--- src/rtl/bp_fe_bht_access_sched.sv ---
//------------------------------------------------------------------------------
// Module   : bp_fe_bht_access_sched
// Purpose  : Merges prediction reads and buffered updates onto one BHT port,
//            reads first, with a forced drain that bounds update starvation.
// Options  : BP_FE_BHT_SCHED_STATS_EN adds read/write/forced-drain counters.
// Revision : 1.0 - initial release
//------------------------------------------------------------------------------
`default_nettype none

module bp_fe_bht_access_sched #(
  parameter int bht_idx_width_p = 9,
  parameter int fifo_els_p      = 4,
  parameter int starve_limit_p  = 3
) (
  input  logic                       clk_i,
  input  logic                       reset_i,
  input  logic                       rd_v_i,
  input  logic [bht_idx_width_p-1:0] rd_idx_i,
  output logic                       rd_ready_o,
  output logic                       pred_v_o,
  output logic                       predict_o,
  input  logic                       upd_v_i,
  input  logic [bht_idx_width_p-1:0] upd_idx_i,
  input  logic                       upd_correct_i,
  output logic                       upd_ready_o,
  input  logic                       flush_i,
  output logic                       bp_r_v_o,
  output logic [bht_idx_width_p-1:0] bp_idx_r_o,
  output logic                       bp_w_v_o,
  output logic [bht_idx_width_p-1:0] bp_idx_w_o,
  output logic                       bp_correct_o,
`ifdef BP_FE_BHT_SCHED_STATS_EN
  output logic [31:0]                stat_rd_cnt_o,
  output logic [31:0]                stat_wr_cnt_o,
  output logic [31:0]                stat_force_cnt_o,
`endif
  input  logic                       bp_predict_i
);

  localparam int ptr_w_lp = $clog2(fifo_els_p);
  localparam int cnt_w_lp = $clog2(starve_limit_p + 1);
  localparam logic [cnt_w_lp-1:0] cnt_last_lp = cnt_w_lp'(starve_limit_p - 1);
  localparam logic [ptr_w_lp:0]   ptr_one_lp  = (ptr_w_lp + 1)'(1);
  localparam logic [cnt_w_lp-1:0] cnt_one_lp  = cnt_w_lp'(1);

  typedef enum logic [0:0] {
    RUN   = 1'b0,
    DRAIN = 1'b1
  } state_e;

  state_e                      state;
  logic [cnt_w_lp-1:0]         starve_cnt;
  logic [ptr_w_lp:0]           wptr;
  logic [ptr_w_lp:0]           rptr;
  logic [bht_idx_width_p:0]    mem [fifo_els_p];
  logic [bht_idx_width_p:0]    head;

  logic empty;
  logic full;
  logic rd_grant;
  logic deq;
  logic enq;
  logic drain_go;

  // The extra MSB separates full (MSBs differ) from empty (MSBs equal).
  assign empty = (wptr == rptr);
  assign full  = (wptr[ptr_w_lp] != rptr[ptr_w_lp]) &&
                 (wptr[ptr_w_lp-1:0] == rptr[ptr_w_lp-1:0]);
  assign head  = mem[rptr[ptr_w_lp-1:0]];

  assign upd_ready_o = !full && !flush_i;
  assign enq         = upd_v_i && upd_ready_o && !reset_i;
  assign rd_grant    = !reset_i && (state == RUN) && rd_v_i;
  assign deq         = !reset_i && !flush_i && !empty && ((state == DRAIN) || !rd_v_i);
  assign drain_go    = rd_grant && !empty && !flush_i && (starve_cnt == cnt_last_lp);

  assign rd_ready_o   = rd_grant;
  assign bp_r_v_o     = rd_grant;
  assign bp_idx_r_o   = rd_idx_i;
  assign bp_w_v_o     = deq;
  assign bp_idx_w_o   = head[bht_idx_width_p:1];
  assign bp_correct_o = head[0];
  assign predict_o    = pred_v_o && bp_predict_i;

  always_ff @(posedge clk_i) begin
    if (enq) begin
      mem[wptr[ptr_w_lp-1:0]] <= {upd_idx_i, upd_correct_i};
    end
  end

  always_ff @(posedge clk_i) begin
    if (reset_i) begin
      state      <= RUN;
      starve_cnt <= '0;
      wptr       <= '0;
      rptr       <= '0;
      pred_v_o   <= 1'b0;
    end else begin
      pred_v_o <= bp_r_v_o;
      if (flush_i) begin
        rptr       <= wptr;
        starve_cnt <= '0;
        state      <= RUN;
      end else begin
        if (enq) wptr <= wptr + ptr_one_lp;
        if (deq) rptr <= rptr + ptr_one_lp;
        if (state == DRAIN) begin
          state      <= RUN;
          starve_cnt <= '0;
        end else if (rd_grant && !empty) begin
          // Counter reaching the limit on this edge makes the next cycle a drain.
          starve_cnt <= starve_cnt + cnt_one_lp;
          if (drain_go) state <= DRAIN;
        end else begin
          starve_cnt <= '0;
        end
      end
    end
  end

`ifdef BP_FE_BHT_SCHED_STATS_EN
  always_ff @(posedge clk_i) begin
    if (reset_i) begin
      stat_rd_cnt_o    <= '0;
      stat_wr_cnt_o    <= '0;
      stat_force_cnt_o <= '0;
    end else begin
      if (rd_grant) stat_rd_cnt_o    <= stat_rd_cnt_o + 32'd1;
      if (deq)      stat_wr_cnt_o    <= stat_wr_cnt_o + 32'd1;
      if (drain_go) stat_force_cnt_o <= stat_force_cnt_o + 32'd1;
    end
  end
`endif

endmodule

`default_nettype wire
--- config.mk ---
export PLATFORM = sky130hd
export DESIGN_NAME = bp_fe_bht_access_sched
export DESIGN_NICKNAME = d
export VERILOG_FILES = /design/src/rtl/bp_fe_bht_access_sched.sv
export SDC_FILE = /design/constraint.sdc
export NUM_CORES = 1
export LEC_CHECK = 0
export ABC_AREA = 0
export CORE_MARGIN = 3
export CORE_UTILIZATION = 53
export DETAILED_ROUTE_END_ITERATION = 12
export GPL_TIMING_DRIVEN = 0
export HOLD_SLACK_MARGIN = 0.06
export PLACE_DENSITY = 0.91
export SYNTH_ARGS = -nofsm -noshare
export SYNTH_HDL_FRONTEND = slang
export SYNTH_SLANG_ARGS = --single-unit
--- constraint.sdc ---
create_clock -name clk_i -period 5.4 [get_ports clk_i]
set_input_delay 1.62 -clock clk_i [delete_from_list [all_inputs] [get_ports clk_i]]
set_output_delay 1.62 -clock clk_i [all_outputs]
set_load 0.05 [all_outputs]
# After elaboration in Yosys (flattened, before gate mapping)
# Memories as Yosys holds them, arrays and structs flattened. A register that Yosys moved wholly into a read port is not among the register bits.
# Cells that the tools add are included.
[classes] n_reduce_logical=22 n_bitwise=3 add_sub_neg=3 eq_ne=4 muxes=7
[op_table] operator="logical AND 1 bit" count=13
[op_table] operator="adder 3 x 1 -> 3 bit, second input constant" count=2
[op_table] operator="2-to-1 mux 3 bit" count=2
[op_table] operator="logical NOT 1 bit" count=5
[op_table] operator="2-to-1 mux 2 bit" count=2
[op_table] operator="OR reduction 4 bit" count=1
[op_table] operator="equality test 3 bit" count=1
[op_table] operator="2-to-1 mux 1 bit" count=3
[op_table] operator="inverter 1 bit" count=3
[op_table] operator="adder 2 x 1 -> 2 bit, second input constant" count=1
[op_table] operator="equality test 2 bit" count=1
[op_table] operator="equality test 2 bit, second input constant" count=1
[op_table] operator="AND reduction 2 bit" count=1
[op_table] operator="nonzero test 2 bit" count=1
[op_table] operator="logical OR 1 bit" count=1
[op_table] operator="!= test 1 bit" count=1
[totals] n_memories=1 regBits=10 input_bits=25 ram_bits=40 output_inout_bits=25
[mem_list] memory="mem" depth=4 word_bits=10 read_ports=1 rd_clocked_by_memory_dff=1 wr=1 line_no="55" rtl="logic [bht_idx_width_p:0] mem [fifo_els_p];"

# Logic depth before layout (Yosys ltp)
[depth] word_depth=8 mapped_depth=5 mapped_depth_nobuf=5

# Worst setup path before layout
# OpenSTA, ideal clock, no wires.
[synth_path] kind="in2out" from="in flush_i" to="out bp_w_v_o" t_arrival_ps=3351 setup_slack_ps=429 path_buffers=1 path_stages=2 path_cell_list="clkbuf_1 > nor4_1"
[synth_via] elab_chain_len=4
[synth_lines] item="start: declaration" line_no="26" rtl="input logic flush_i,"
[synth_lines] item="logical NOT 1 bit" line_no="74" rtl="assign deq = !reset_i && !flush_i && !empty && ((state == DRAIN) || !rd_v_i);"
[synth_lines] item="logical AND 1 bit (3 in series)" line_no="74"
[synth_lines] item="end: declaration" line_no="29" rtl="output logic bp_w_v_o,"
# No other way between the ends.

# Worst setup path in the final report
[layout_path] from="in reset_i" to="out bp_w_v_o"
[layout_via] elab_chain_len=4
[layout_lines] item="start: declaration" line_no="16" rtl="input logic reset_i,"
[layout_lines] item="logical NOT 1 bit" line_no="74"
[layout_lines] item="logical AND 1 bit (3 in series)" line_no="74"
# No other way between the ends.

==> summary.md <==
| Metric | Value |
|---|---|
| Post-synthesis mux area share | `11.1%` |
| # port buffers | `40` |
| Layout Cells excl Fill | `237` |
| Final Util | `72.1%` |
| Hold Path Class | `flop to flop` |
| Post-DP HPWL | `3190 um` |
| Reg2reg path depth | `4` |
| Maximum fanout along the worst path | `10` |
| Number of primary I/O pins | `50` |
| First-pass GRT wire length | `7090 um` |
| Status | `complete, no violations` |
| Placer congestion estimate | `0.780` |
| Design Power | `831 uW` |
| Initial antenna violation count | `0` |
| CP required | `3780 ps` |
| Clock Path Buffers | `2` |
| Max VDD drop | `0.000157 V` |
| Vias per cell | `5.73` |
| Hold WS | `454 ps` |
| Cells after DPL | `229` |
| Worst-Skew Late Latency | `300 ps` |
| Top Metal Used | `met4` |
| Cts bufs inserted | `5` |
| Unrepaired setup endpoints after global routing | `no` |
| Global-route congestion overflow total | `0` |
| Syn avg cell area | `15.7 um2` |
| Clock skew | `8.24 ps` |
| DRT iter0 DRCs | `93` |
| WL/cell | `18.9 um` |
| Routed Antenna Nets | `0` |
| Met2 wire len | `2360 um` |
| Row cnt | `22` |
| Tmin final | `5180 ps` |
| WL final | `4480 um` |
| Max Cap Viol | `0` |
| Fin Setup TNS | `0 ps` |
| Distinct cells, synth | `30` |
| Synth Area in Compound Gates | `3.73%` |
| Drt pass-1 iters | `4` |
| Clk root buf | `clkbuf_8` |
| Detailed-route via count | `1358` |
| Seq. cell area | `0.00144 mm2` |
| Placeable Area | `0.00385 mm2` |
| CTS Hold Bufs | `0` |
| Final Hold Viols | `0` |
| Yosys warns | `0` |
| Syn-to-layout area delta | `25.6%` |
| Worst Tran Pin Value | `971 ps` |
| Main combinational cell family by area after synthesis | `multiplexers` |
| Synth Instances | `141` |
| Reg2reg end | `mem[3][0]` |
| Slew HR | `35.0%` |
| Startpoint type of the worst setup path | `input pin` |
| Syn_nets | `172` |
| Worst endpoint data arrival time | `3560 ps` |
| Crit end category | `primary output` |
| Post-synthesis simple-gate area fraction | `8.54%` |
| Cell area after synthesis | `0.00221 mm2` |
| Sequential element share of the synthesized area | `65.1%` |
| XOR/XNOR share of the synthesized area | `2.66%` |
| CTS tree | `built` |
| HP Start | `starve_cnt[0]` |
| # setup viols final | `0` |
| Multi-input gate area | `651 um2` |
| DR WL met3 | `271 um` |
| Clk sinks | `52` |
| Initial Util | `57.4%` |
| Pin count of the biggest net entering global routing | `16` |
| Flop2flop setup slack | `3330 ps` |
| FF+latch count, synth | `52` |
| Hold Path Cell Cnt | `1` |
| Leak | `0.000951 uW` |
| Die area | `0.00499 mm2` |
| Worst-path clk slew | `80 ps` |
| Commonest cells after routing, fill and taps aside | `clkdlybuf4s50_1, edfxtp_1, dfxtp_1` |
| Post-Synth Adder-Cell Area | `3.39%` |
| Wl on met1 | `1680 um` |
| Hold EP | `starve_cnt[0]` |
| PD cells | `299 mW/mm2` |
| Filler cells | `251` |
| Die width | `70.6 um` |
| # diodes | `0` |
| Final net count | `219` |
| H-tree levels | `2` |
| Die height | `70.6 um` |
| F_max | `193 MHz` |
| Setup CP Type | `input pin to primary output` |
| Global Route Usage Sum | `19.2%` |
| Post-CTS setup repair buffer count | `0` |
| Share of cells above drive strength 1 | `15.9%` |
| Final Cycle Share | `96.0%` |
| DRC Markers | `0` |
| Worst r2r src | `wptr[1]` |
| Pins Over Slew Limit | `0` |
| Cts repair resizes | `0` |
| Vias in the first global route | `1445` |
-- state kept, by name, summed over array words and instances (netlist names), named ones only --
signal / count
starve_cnt: 2
wptr: 3
state: 1
pred_v_o: 1
rptr: 3
mem: 40
-- per-stage QoR --
stage	cell area (um2)	setup WS (ps)
floorplan	2210	429
global placement	2670	256
detailed placement	2670	234
CTS	2780	217
global route	2780	99.9
finish	2780	216
-- worst max path at each step --
stage,slack [ps],endpoint,startpoint
floorplan,430,bp_w_v_o,flush_i
global placement,260,bp_w_v_o,reset_i
detailed placement,230,bp_w_v_o,reset_i
CTS,220,bp_w_v_o,reset_i
global route,100,bp_w_v_o,reset_i
finish,220,bp_w_v_o,reset_i
-- cells by family after synthesis --
group	Yosys count
buffers and inverters	21
adders and majority gates	6
xor gates and xnor gates	5
muxes	12
AOI/OAI and AO/OA	11
DFF	52
and+or+nand+nor	34
-- routing by layer --
layer  up-vias  global-route usage, %
li1        620                      -
met5         -                      0
met3        19                   5.26
met4         0                   11.1
met1       647                   21.6
met2        72                   32.7
-- cell type report --
| type | count | share of cell area [%] |
|---|---|---|
| Inverter | 5 | 0.675 |
| Sequential cell | 52 | 51.8 |
| Timing Repair Buffer | 40 | 14.4 |
| Multi-Input combinational cell | 68 | 23.4 |
| Clock buffer | 7 | 2.75 |
| Buffer | 16 | 3.69 |
| Clock inverter | 1 | 1.08 |
| Tap cell | 48 | 2.16 |
-- where the power goes --
part           leakage, uW  total, uW  internal, uW  switching, uW
clock            0.0000524        257           139            118
combinational     0.000440        134          54.4           79.2
sequential        0.000459        440           436           4.02
-- synthesized netlist by cell type (all sizes together) --
library cell  number  area [um2]
nor2              10        37.5
a31oi              3        18.8
dfxtp             12         240
or3b               1        8.76
mux4              10         225
clkbuf             3        11.3
ha                 6        75.1
a21oi              2        10.0
buf               13        91.3
nor2b              1        6.26
a2111oi            5        43.8
xor2               1        8.76
and2               4        25.0
xnor2              4        50.1
or3                3        18.8
edfxtp            40        1200
nor4               1        6.26
nor3b              1        7.51
mux2i              2        20.0
nand2b             2        12.5
nor3               4        20.0
nand4bb            2        22.5
and3               1        6.26
inv                5        18.8
nand2              3        11.3
a41o               1        10.0
nand4              1        6.26
-- critical path: stages --
cell and delay, ps:
clkdlybuf4s50_1 520, clkbuf_1 270, nor4_1 300, clkdlybuf4s50_1 850
(Power assumes the default switching activity.)
